**src/rtl/a2d_pkg.sv**
```systemverilog
// Shared types and command-word layout for the A2D SPI request interface.
package a2d_pkg;

    typedef enum logic [2:0] {IDLE, CMD, GAP, READ, DONE} a2d_state_e;

    localparam int unsigned BIT_CNT  = 16;
    localparam logic [1:0]  CMD_PAD  = 2'b00;
    localparam logic [10:0] CMD_TAIL = 11'h000;

    function automatic logic [BIT_CNT-1:0] cmd_word(input logic [2:0] ch);
        return {CMD_PAD, ch, CMD_TAIL};
    endfunction

endpackage

```
**src/rtl/spi_mstr16.sv**
```systemverilog
// Single 16-bit SPI transaction: SCLK idles high, data changes on the fall, MISO sampled
// on the rise, followed by a half-period back porch before SS_n deasserts.
module spi_mstr16
    import a2d_pkg::*;
#(
    parameter int unsigned SCLK_DIV = 32
) (
    input  logic                clk,
    input  logic                rst_n,
    input  logic                wrt,
    input  logic [BIT_CNT-1:0]  tx,
    output logic                done,
    output logic [BIT_CNT-1:0]  rx,
    input  logic                miso,
    output logic                ss_n,
    output logic                sclk,
    output logic                mosi
);
    localparam int unsigned HALF = SCLK_DIV / 2;
    localparam int unsigned DivW = $clog2(SCLK_DIV);
    localparam int unsigned PerW = $clog2(BIT_CNT + 1);

    logic               busy_q;
    logic [DivW-1:0]    div_q;
    logic [PerW-1:0]    per_q;
    logic               ss_n_q;
    logic               sclk_q;
    logic [BIT_CNT-1:0] tx_q;
    logic [BIT_CNT-1:0] rx_q;

    logic period_end;
    logic half_end;
    logic in_bits;

    assign period_end = (div_q == DivW'(SCLK_DIV - 1));
    assign half_end   = (div_q == DivW'(HALF - 1));
    assign in_bits    = (per_q < PerW'(BIT_CNT));
    // Period index BIT_CNT is the back porch; it ends after half a period.
    assign done       = busy_q && !in_bits && half_end;

    always_ff @(posedge clk) begin
        if (!rst_n) begin
            busy_q <= 1'b0;
            div_q  <= '0;
            per_q  <= '0;
            ss_n_q <= 1'b1;
            sclk_q <= 1'b1;
            tx_q   <= '0;
            rx_q   <= '0;
        end else if (!busy_q) begin
            if (wrt) begin
                busy_q <= 1'b1;
                ss_n_q <= 1'b0;
                sclk_q <= 1'b0;
                div_q  <= '0;
                per_q  <= '0;
                tx_q   <= tx;
            end
        end else if (done) begin
            busy_q <= 1'b0;
            ss_n_q <= 1'b1;
            sclk_q <= 1'b1;
            div_q  <= '0;
            per_q  <= '0;
            tx_q   <= '0;
        end else if (period_end) begin
            div_q <= '0;
            per_q <= per_q + 1'b1;
            if (per_q < PerW'(BIT_CNT - 1)) begin
                sclk_q <= 1'b0;
                tx_q   <= {tx_q[BIT_CNT-2:0], 1'b0};
            end
        end else begin
            div_q <= div_q + 1'b1;
            if (half_end && in_bits) begin
                sclk_q <= 1'b1;
                rx_q   <= {rx_q[BIT_CNT-2:0], miso};
            end
        end
    end

    assign ss_n = ss_n_q;
    assign sclk = sclk_q;
    assign mosi = tx_q[BIT_CNT-1];
    assign rx   = rx_q;

endmodule

```
**src/rtl/a2d_spi_intf.sv**
```systemverilog
// A2D request responder: channel-select then read transaction to the 8-channel ADC.
// Define A2D_RES_INV_EN to return the bitwise-inverted 12-bit reading.
module a2d_spi_intf
    import a2d_pkg::*;
#(
    parameter int unsigned SCLK_DIV = 32,
    parameter int unsigned GAP_CLKS = 2
) (
    input  logic        clk,
    input  logic        rst_n,
    input  logic        strt_cnv,
    input  logic [2:0]  chnnl,
    input  logic        MISO,
    output logic [11:0] res,
    output logic        cnv_cmplt,
    output logic        SS_n,
    output logic        SCLK,
    output logic        MOSI
);
    localparam int unsigned GapW = (GAP_CLKS > 1) ? $clog2(GAP_CLKS) : 1;

    a2d_state_e         state_q, state_d;
    logic [2:0]         chnnl_q;
    logic [GapW-1:0]    gap_q, gap_d;
    logic [11:0]        res_q;
    logic               cmplt_q;

    logic               wrt;
    logic               done;
    logic               latch_ch;
    logic               set_res;
    logic [BIT_CNT-1:0] tx;
    logic [BIT_CNT-1:0] rx;
    logic [11:0]        rx_res;
    logic [3:0]         rx_hi_unused;

    assign rx_hi_unused = rx[15:12];

`ifdef A2D_RES_INV_EN
    assign rx_res = ~rx[11:0];
`else
    assign rx_res = rx[11:0];
`endif

    // The accept cycle uses the live channel since chnnl_q is only loaded on that edge.
    assign tx = cmd_word((state_q == IDLE) ? chnnl : chnnl_q);

    always_comb begin
        state_d  = state_q;
        gap_d    = gap_q;
        wrt      = 1'b0;
        latch_ch = 1'b0;
        set_res  = 1'b0;
        unique case (state_q)
            IDLE: begin
                if (strt_cnv) begin
                    state_d  = CMD;
                    wrt      = 1'b1;
                    latch_ch = 1'b1;
                end
            end
            CMD: begin
                if (done) begin
                    state_d = GAP;
                    gap_d   = '0;
                end
            end
            GAP: begin
                if (gap_q == GapW'(GAP_CLKS - 1)) begin
                    state_d = READ;
                    wrt     = 1'b1;
                end else begin
                    gap_d = gap_q + 1'b1;
                end
            end
            READ: begin
                if (done) state_d = DONE;
            end
            DONE: begin
                state_d = IDLE;
                set_res = 1'b1;
            end
            default: state_d = IDLE;
        endcase
    end

    always_ff @(posedge clk) begin
        if (!rst_n) begin
            state_q <= IDLE;
            chnnl_q <= '0;
            gap_q   <= '0;
            res_q   <= '0;
            cmplt_q <= 1'b0;
        end else begin
            state_q <= state_d;
            gap_q   <= gap_d;
            if (latch_ch) begin
                chnnl_q <= chnnl;
                cmplt_q <= 1'b0;
            end
            if (set_res) begin
                res_q   <= rx_res;
                cmplt_q <= 1'b1;
            end
        end
    end

    spi_mstr16 #(
        .SCLK_DIV (SCLK_DIV)
    ) u_spi (
        .clk   (clk),
        .rst_n (rst_n),
        .wrt   (wrt),
        .tx    (tx),
        .done  (done),
        .rx    (rx),
        .miso  (MISO),
        .ss_n  (SS_n),
        .sclk  (SCLK),
        .mosi  (MOSI)
    );

    assign res       = res_q;
    assign cnv_cmplt = cmplt_q;

endmodule
```
**config.mk**
```make
export PLATFORM = sky130hd
export DESIGN_NAME = a2d_spi_intf
export DESIGN_NICKNAME = d
export VERILOG_FILES = /design/src/rtl/a2d_pkg.sv /design/src/rtl/spi_mstr16.sv /design/src/rtl/a2d_spi_intf.sv
export SDC_FILE = /design/constraint.sdc
export NUM_CORES = 1
export LEC_CHECK = 0
export ABC_AREA = 1
export CAP_MARGIN = 30
export CORE_AREA = 5 5 85 87
export CTS_CLUSTER_SIZE = 20
export DETAILED_ROUTE_END_ITERATION = 6
export DIE_AREA = 0 0 90 92
export PLACE_DENSITY = 0.64
export SETUP_SLACK_MARGIN = 0.5
export SLEW_MARGIN = 15
export SYNTH_ARGS = -nofsm -noshare
export SYNTH_HDL_FRONTEND = slang
export SYNTH_SLANG_ARGS = --single-unit
```
**constraint.sdc**
```tcl
create_clock -name clk -period 2.3 [get_ports clk]
set_input_delay 0.345 -clock clk [delete_from_list [all_inputs] [get_ports clk]]
set_output_delay 0.345 -clock clk [all_outputs]
set_load 0.01 [all_outputs]
```
**Word-level counts from Yosys, hierarchy flattened**

Cells that the tools add are included.

- Flip-flop bits (word level): 61
- Input port bits: 7

- $add $sub $neg: 3
- $lt $le $gt $ge: 2
- Equal/unequal tests: 15
- Muxes and demuxes: 39
- Bitwise gates (word level): 2
- Reductions and logical operators: 15

Operator list:

| kind | number |
|---|---|
| 16-bit two-way mux | 5 |
| 5-bit two-way mux | 7 |
| 1-bit two-way mux | 19 |
| 3-bit two-way mux | 5 |
| 3-bit case mux with 4 select lines | 1 |
| 5-bit by 1-bit adder with 5-bit output, second input constant | 2 |
| 2-bit != test, second input constant | 5 |
| 4-bit != test, second input constant | 2 |
| 4-bit AND reduction | 2 |
| 3-bit by 2-bit == test with 1-bit output, second input constant | 2 |
| 3-bit != test, second input constant | 2 |
| 2-bit AND reduction | 3 |
| 3-bit AND reduction | 2 |
| 2-bit nonzero test | 3 |
| 5-bit by 4-bit == test with 1-bit output, second input constant | 1 |
| 5-bit == test, second input constant | 1 |
| 5-bit by 4-bit < comparator with 1-bit output, second input constant | 1 |
| 5-bit < comparator, second input constant | 1 |
| 1-bit case mux with 2 select lines | 2 |
| 3-bit by 1-bit == test with 1-bit output, second input constant | 1 |
| 3-bit == test, second input constant | 1 |
| 1-bit logical AND | 3 |
| 3-bit logical NOT | 1 |
| 1-bit inverter | 2 |
| 2 further kinds | 2 |

**Logic depth before layout (Yosys ltp)**

- Depth in word-level cells: 6
- Depth in mapped cells: 12

**Hierarchy**

From an unflattened synthesis, not the netlist that was laid out.

- Cells, all modules: 392
- Area, all modules: 2856.5 µm²

Modules (own cells, without submodules):

| module | times used | cells each | area each (µm²) | seq. area each (µm²) |
|---|---|---|---|---|
| spi_mstr16 | 1 | 281 | 2037.0 | 900.9 |
| a2d_spi_intf | 1 | 111 | 819.5 | 400.4 |

**Worst setup path before layout**

No wires, ideal clock.

- Path type: register -> register
- Start point: register u_spi.div_q[0]
- End point: register u_spi.per_q[2]
- Library setup time: 117 ps
- Arrival time: 1568 ps
- Required time: 2183 ps
- Slack: 615 ps
- Stages on the path, launching flop included: 12
- Path buffers: 0
- Clock period less this slack: 1685 ps
- Cells stage by stage: dfxtp_1 -> ha_1 -> nand2_1 -> nor2_1 -> ha_1 -> nand3_4 -> nand2_4 -> inv_4 -> nand2_4 -> nand2_1 -> o21ai_0 -> nor2_1

- Longest elaborated chain between the ends: 4
- Elaborated cells on any way between the ends: 7
- Classes of those cells: 3 x eq/ne; 2 x mux; 2 x reduce/logical

Ends and longest elaborated chain:

| element | line | RTL |
|---|---|---|
| start, declared | spi_mstr16.sv:24 | `logic [DivW-1:0] div_q;` |
| start signal, assigned | spi_mstr16.sv:74 | `div_q <= div_q + 1'b1;` |
| 5-bit by 4-bit == test with 1-bit output | spi_mstr16.sv:36 | `assign half_end = (div_q == DivW'(HALF - 1));` |
| 1-bit logical AND | spi_mstr16.sv:39 | `assign done = busy_q && !in_bits && half_end;` |
| 3-bit != test (no source line) / 5-bit two-way mux (equally long branches) | n/a |  |
| 2-bit AND reduction (no source line) / 5-bit two-way mux (equally long branches) | n/a |  |
| end signal, assigned | spi_mstr16.sv:68 | `per_q <= per_q + 1'b1;` |
| end, declared | spi_mstr16.sv:25 | `logic [PerW-1:0] per_q;` |

Parallel ways exist; a longest one is shown, timed or not.
A chain may end at the register's enable or synchronous reset.

**Final worst setup path**

- Start point: register u_spi.div_q[0]
- End point: register u_spi.div_q[4]

- Longest elaborated chain between the ends: 4
- Elaborated cells on any way between the ends: 7
- Classes of those cells: 1 x add/sub; 2 x eq/ne; 3 x mux; 1 x reduce/logical

Ends and longest elaborated chain:

| element | line | RTL |
|---|---|---|
| 5-bit by 1-bit adder with 5-bit output, or another cell as far along | spi_mstr16.sv:74 |  |
| 5-bit two-way mux / 1-bit logical AND (equally long branches) | spi_mstr16.sv:66, spi_mstr16.sv:39 |  |
| 5-bit two-way mux * | spi_mstr16.sv:59 | `end else if (done) begin` |
| 5-bit two-way mux * | spi_mstr16.sv:50 | `end else if (!busy_q) begin` |

Every way passes the cells marked *; elsewhere a longest branch is shown, timed or not.

==> metrics.md <==
| Metric | Value |
|---|---|
| First-pass GRT wire length | 7.99 mm |
| Max_cap viols | 0 |
| Data arrival, critical path | 1940 ps |
| Nets | approximately 330 |
| Period utilisation layout | 0.744 |
| DR pass1 iterations | 4 |
| Mapped Area | between 2000 and 2500 µm² |
| Starting Density | 0.346 |
| Slew Viols, Final | 0 |
| Period minus WS final | around 1700 ps |
| PortBufs | 22 |
| Vias in the first global route | 1778 |
| Initial detailed-routing violation count | 76 |
| Die footprint | 8280 µm² |
| Status | finished, final reports clean |
| Routed WL | 4.59 mm |
| Pleak | 1.07 nW |
| Hold_sp | chnnl_q[2] |
| CTS tree | done |
| Max-slew headroom | 0.725 |
| Gr ovfl total | 0 |
| Total CTS buffers | 5 |
| Commonest non-fill, non-tap cell in the layout | nor2_1 |
| Critical path endpoint category | flop |
| Worst Tran Pin Value | 412 ps |
| Simple-Gate Fraction of Synth Area | 0.309 |
| Critical path peak fanout | 7 |
| Mux contribution to synthesized area | 0 |
| ANT nets after route | 0 |
| RSZ-0062 raised after global routing | no |
| Unique masters post-synth | 27 |
| Largest net degree at the start of global routing | 34 |
| WS Path Type | reg -> reg |
| IO Count | 23 |
| Core ar. | 6280 µm² |
| RR Endpoint | u_spi.div_q[4] |
| Fin Hold WS | 458 ps |
| Clock skew | 4.62 ps |
| Chip Height | slightly above 90 µm |
| Largest family of logic cells by synthesized area | simple AND/OR/NAND/NOR gates |
| Drt via density | 4.72 |
| Mapped Avg Cell Area | 7.32 µm² |
| Synth Area in XOR/XNOR | 0.00806 |
| CTS Sinks | 50 |
| Via count | 1891 |
| End of the worst hold path | chnnl_q[2] |
| Sequential share of the synthesized area | 0.460 |
| Row count | 29 |
| Final Setup Violations | 0 |
| Antenna fix cells | 0 |
| Clock slew at reported path FFs | 90 ps |
| Most frequent cells in the layout | 74 x nor2_1, 48 x dfxtp_1, 46 x nand2_1 |
| Setup TNS | 0 ps |
| Max IR drop VDD | 304 µV |
| Final hold viol count | 0 |
| Top_reg_cell synth | dfxtp_1 |
| Synth Warn # | 0 |
| Max Fclk | approximately 600 MHz |
| Setup slack on the worst flop-to-flop path | a little under 600 ps |
| Hold-fix buffers, CTS | 0 |
| Die W | 90 µm |
| Root Buffer | clkbuf_8 |
| Hold Path Depth | 2 |
| Startpoint types | flop |
| Adder-Cell Fraction of Synth Area | 0.0230 |
| Placer Congestion | ~0.83 |
| Compound-cell area share of the yosys netlist | 0.125 |
| Dpl hpwl | 3.19 mm |
| Layout Utilization | 0.420 |
| Share of cells above drive strength 1 | 0.120 |
| Area Overhead vs Synth | 21.3% |
| Syn Nets | 308 |
| EDFF count, synth | 0 |
| Mapped Cells | ~300 |
| CTS max path bufs | 2 |
| Drt drc | 0 |
| HP Class | reg -> reg |
| PD cells | 756 nW/µm² |
| Initial antenna violation count | 0 |
| H-tree lvl count | 2 |
| Register bit total from synthesis | 50 |
| Worst Reg-to-Reg Cells | 9 |
| WL/cell | 11.4 µm |
| Clock insertion delay at the later pin of the skew report | 300 ps |
| Async S/R FF share, synth | 0 |
| CP Data Required Time | ~2500 ps |
| Total GRT Usage | 0.115 |
| RR Startpoint | u_spi.div_q[0] |
-- cell type report --
| type | instances | area, µm² |
|---|---|---|
| clock buffers | 6 | 82.6 |
| clock inverters | 2 | 12.5 |
| fillers | 652 | 3640 |
| inverters | 29 | 111 |
| multi-input cells | 209 | 1060 |
| flip-flops and latches | 50 | 1010 |
| well taps | 77 | 96.3 |
| repair buffers | 28 | 265 |
-- routing by layer --
metal | vias to the layer above | GRT usage | share of wire
met4 | 0 | 0.0484 | 0.012
met3 | 4 | 0.0344 | 0.043
li1 | 990 | - | -
met2 | 30 | 0.188 | 0.47
met1 | 867 | 0.140 | 0.47
met5 | - | 0 | 0
-- sequential cells by signal (all words and copies together), names as in the netlist --
register      flops
gap_q             1
u_spi.div_q       5
res              12
u_spi.rx         12
u_spi.per_q       5
state_q           3
u_spi.tx_q        5
cnv_cmplt         1
u_spi.busy_q      1
chnnl_q           3
u_spi.sclk        1
u_spi.ss_n        1
-- report_power, final --
part / total, W / internal [W] / switching [W]
combinational: 0.000461 / 0.000180 / 0.000281
clock: 0.000531 / 0.000242 / 0.000289
sequential: 0.00100 / 0.000941 / 0.0000612
-- synthesized netlist by cell type (3+ instances only) --
| cell | instances | area (µm²) |
|---|---|---|
| inv_1 | 28 | 105 |
| dfxtp_1 | 50 | 1000 |
| nor2_1 | 76 | 285 |
| nand3_1 | 10 | 50.1 |
| nand2_4 | 3 | 33.8 |
| o21ai_0 | 37 | 185 |
| ha_1 | 4 | 50.1 |
| a21oi_1 | 11 | 55.1 |
| clkbuf_1 | 6 | 22.5 |
| nand3_4 | 3 | 52.6 |
| nand2_1 | 49 | 184 |
-- critical path: stages, from the launching register on --
cell and delay, ps:
dfxtp_4 370, ha_4 160, nand2_2 90, nor2_4 50, ha_4 170, nand3_4 120
nand2_4 70, buf_4 170, or2_2 290, a21oi_1 150
-- how the worst max path moves through the flow --
stage               slack, ps             end  cells after the start      startpoint
floorplan                 610  u_spi.per_q[2]                     11  u_spi.div_q[0]
global placement          450  u_spi.per_q[2]                     11  u_spi.div_q[0]
detailed placement        410  u_spi.per_q[0]                     11  u_spi.div_q[0]
CTS                       510  u_spi.per_q[0]                     11  u_spi.div_q[0]
global route              500  u_spi.div_q[4]                      9  u_spi.div_q[0]
finish                    590  u_spi.div_q[4]                      9  u_spi.div_q[0]
-- metrics by stage --
stage          total power [W]  instances  area [µm²]  setup slack [ps]
2_1_floorplan          0.00133        297        2170               615
3_3_place_gp           0.00145        388        2450               449
3_5_place_dp           0.00145        388        2450               405
4_1_cts                0.00199        398        2570               507
5_1_grt                0.00213        401        2640               503
6_report               0.00199        401        2640               589
-- cell families after synthesis --
family | count (synthesis)
AO/OA/AOI/OAI | 52
XOR/XNOR | 2
adder cells (fa/ha/maj) | 4
buffers and inverters | 39
flip-flops | 50
AND/OR/NAND/NOR | 150
-- repair_timing --
action | in CTS | in global routing
resized for setup | 4 | 16
pin swaps | 2 | 6
setup buffers | 2 | 2
setup endpoints to repair | 19 | 29
cloned | 0 | 1
Power figures use the tool's default switching activity.
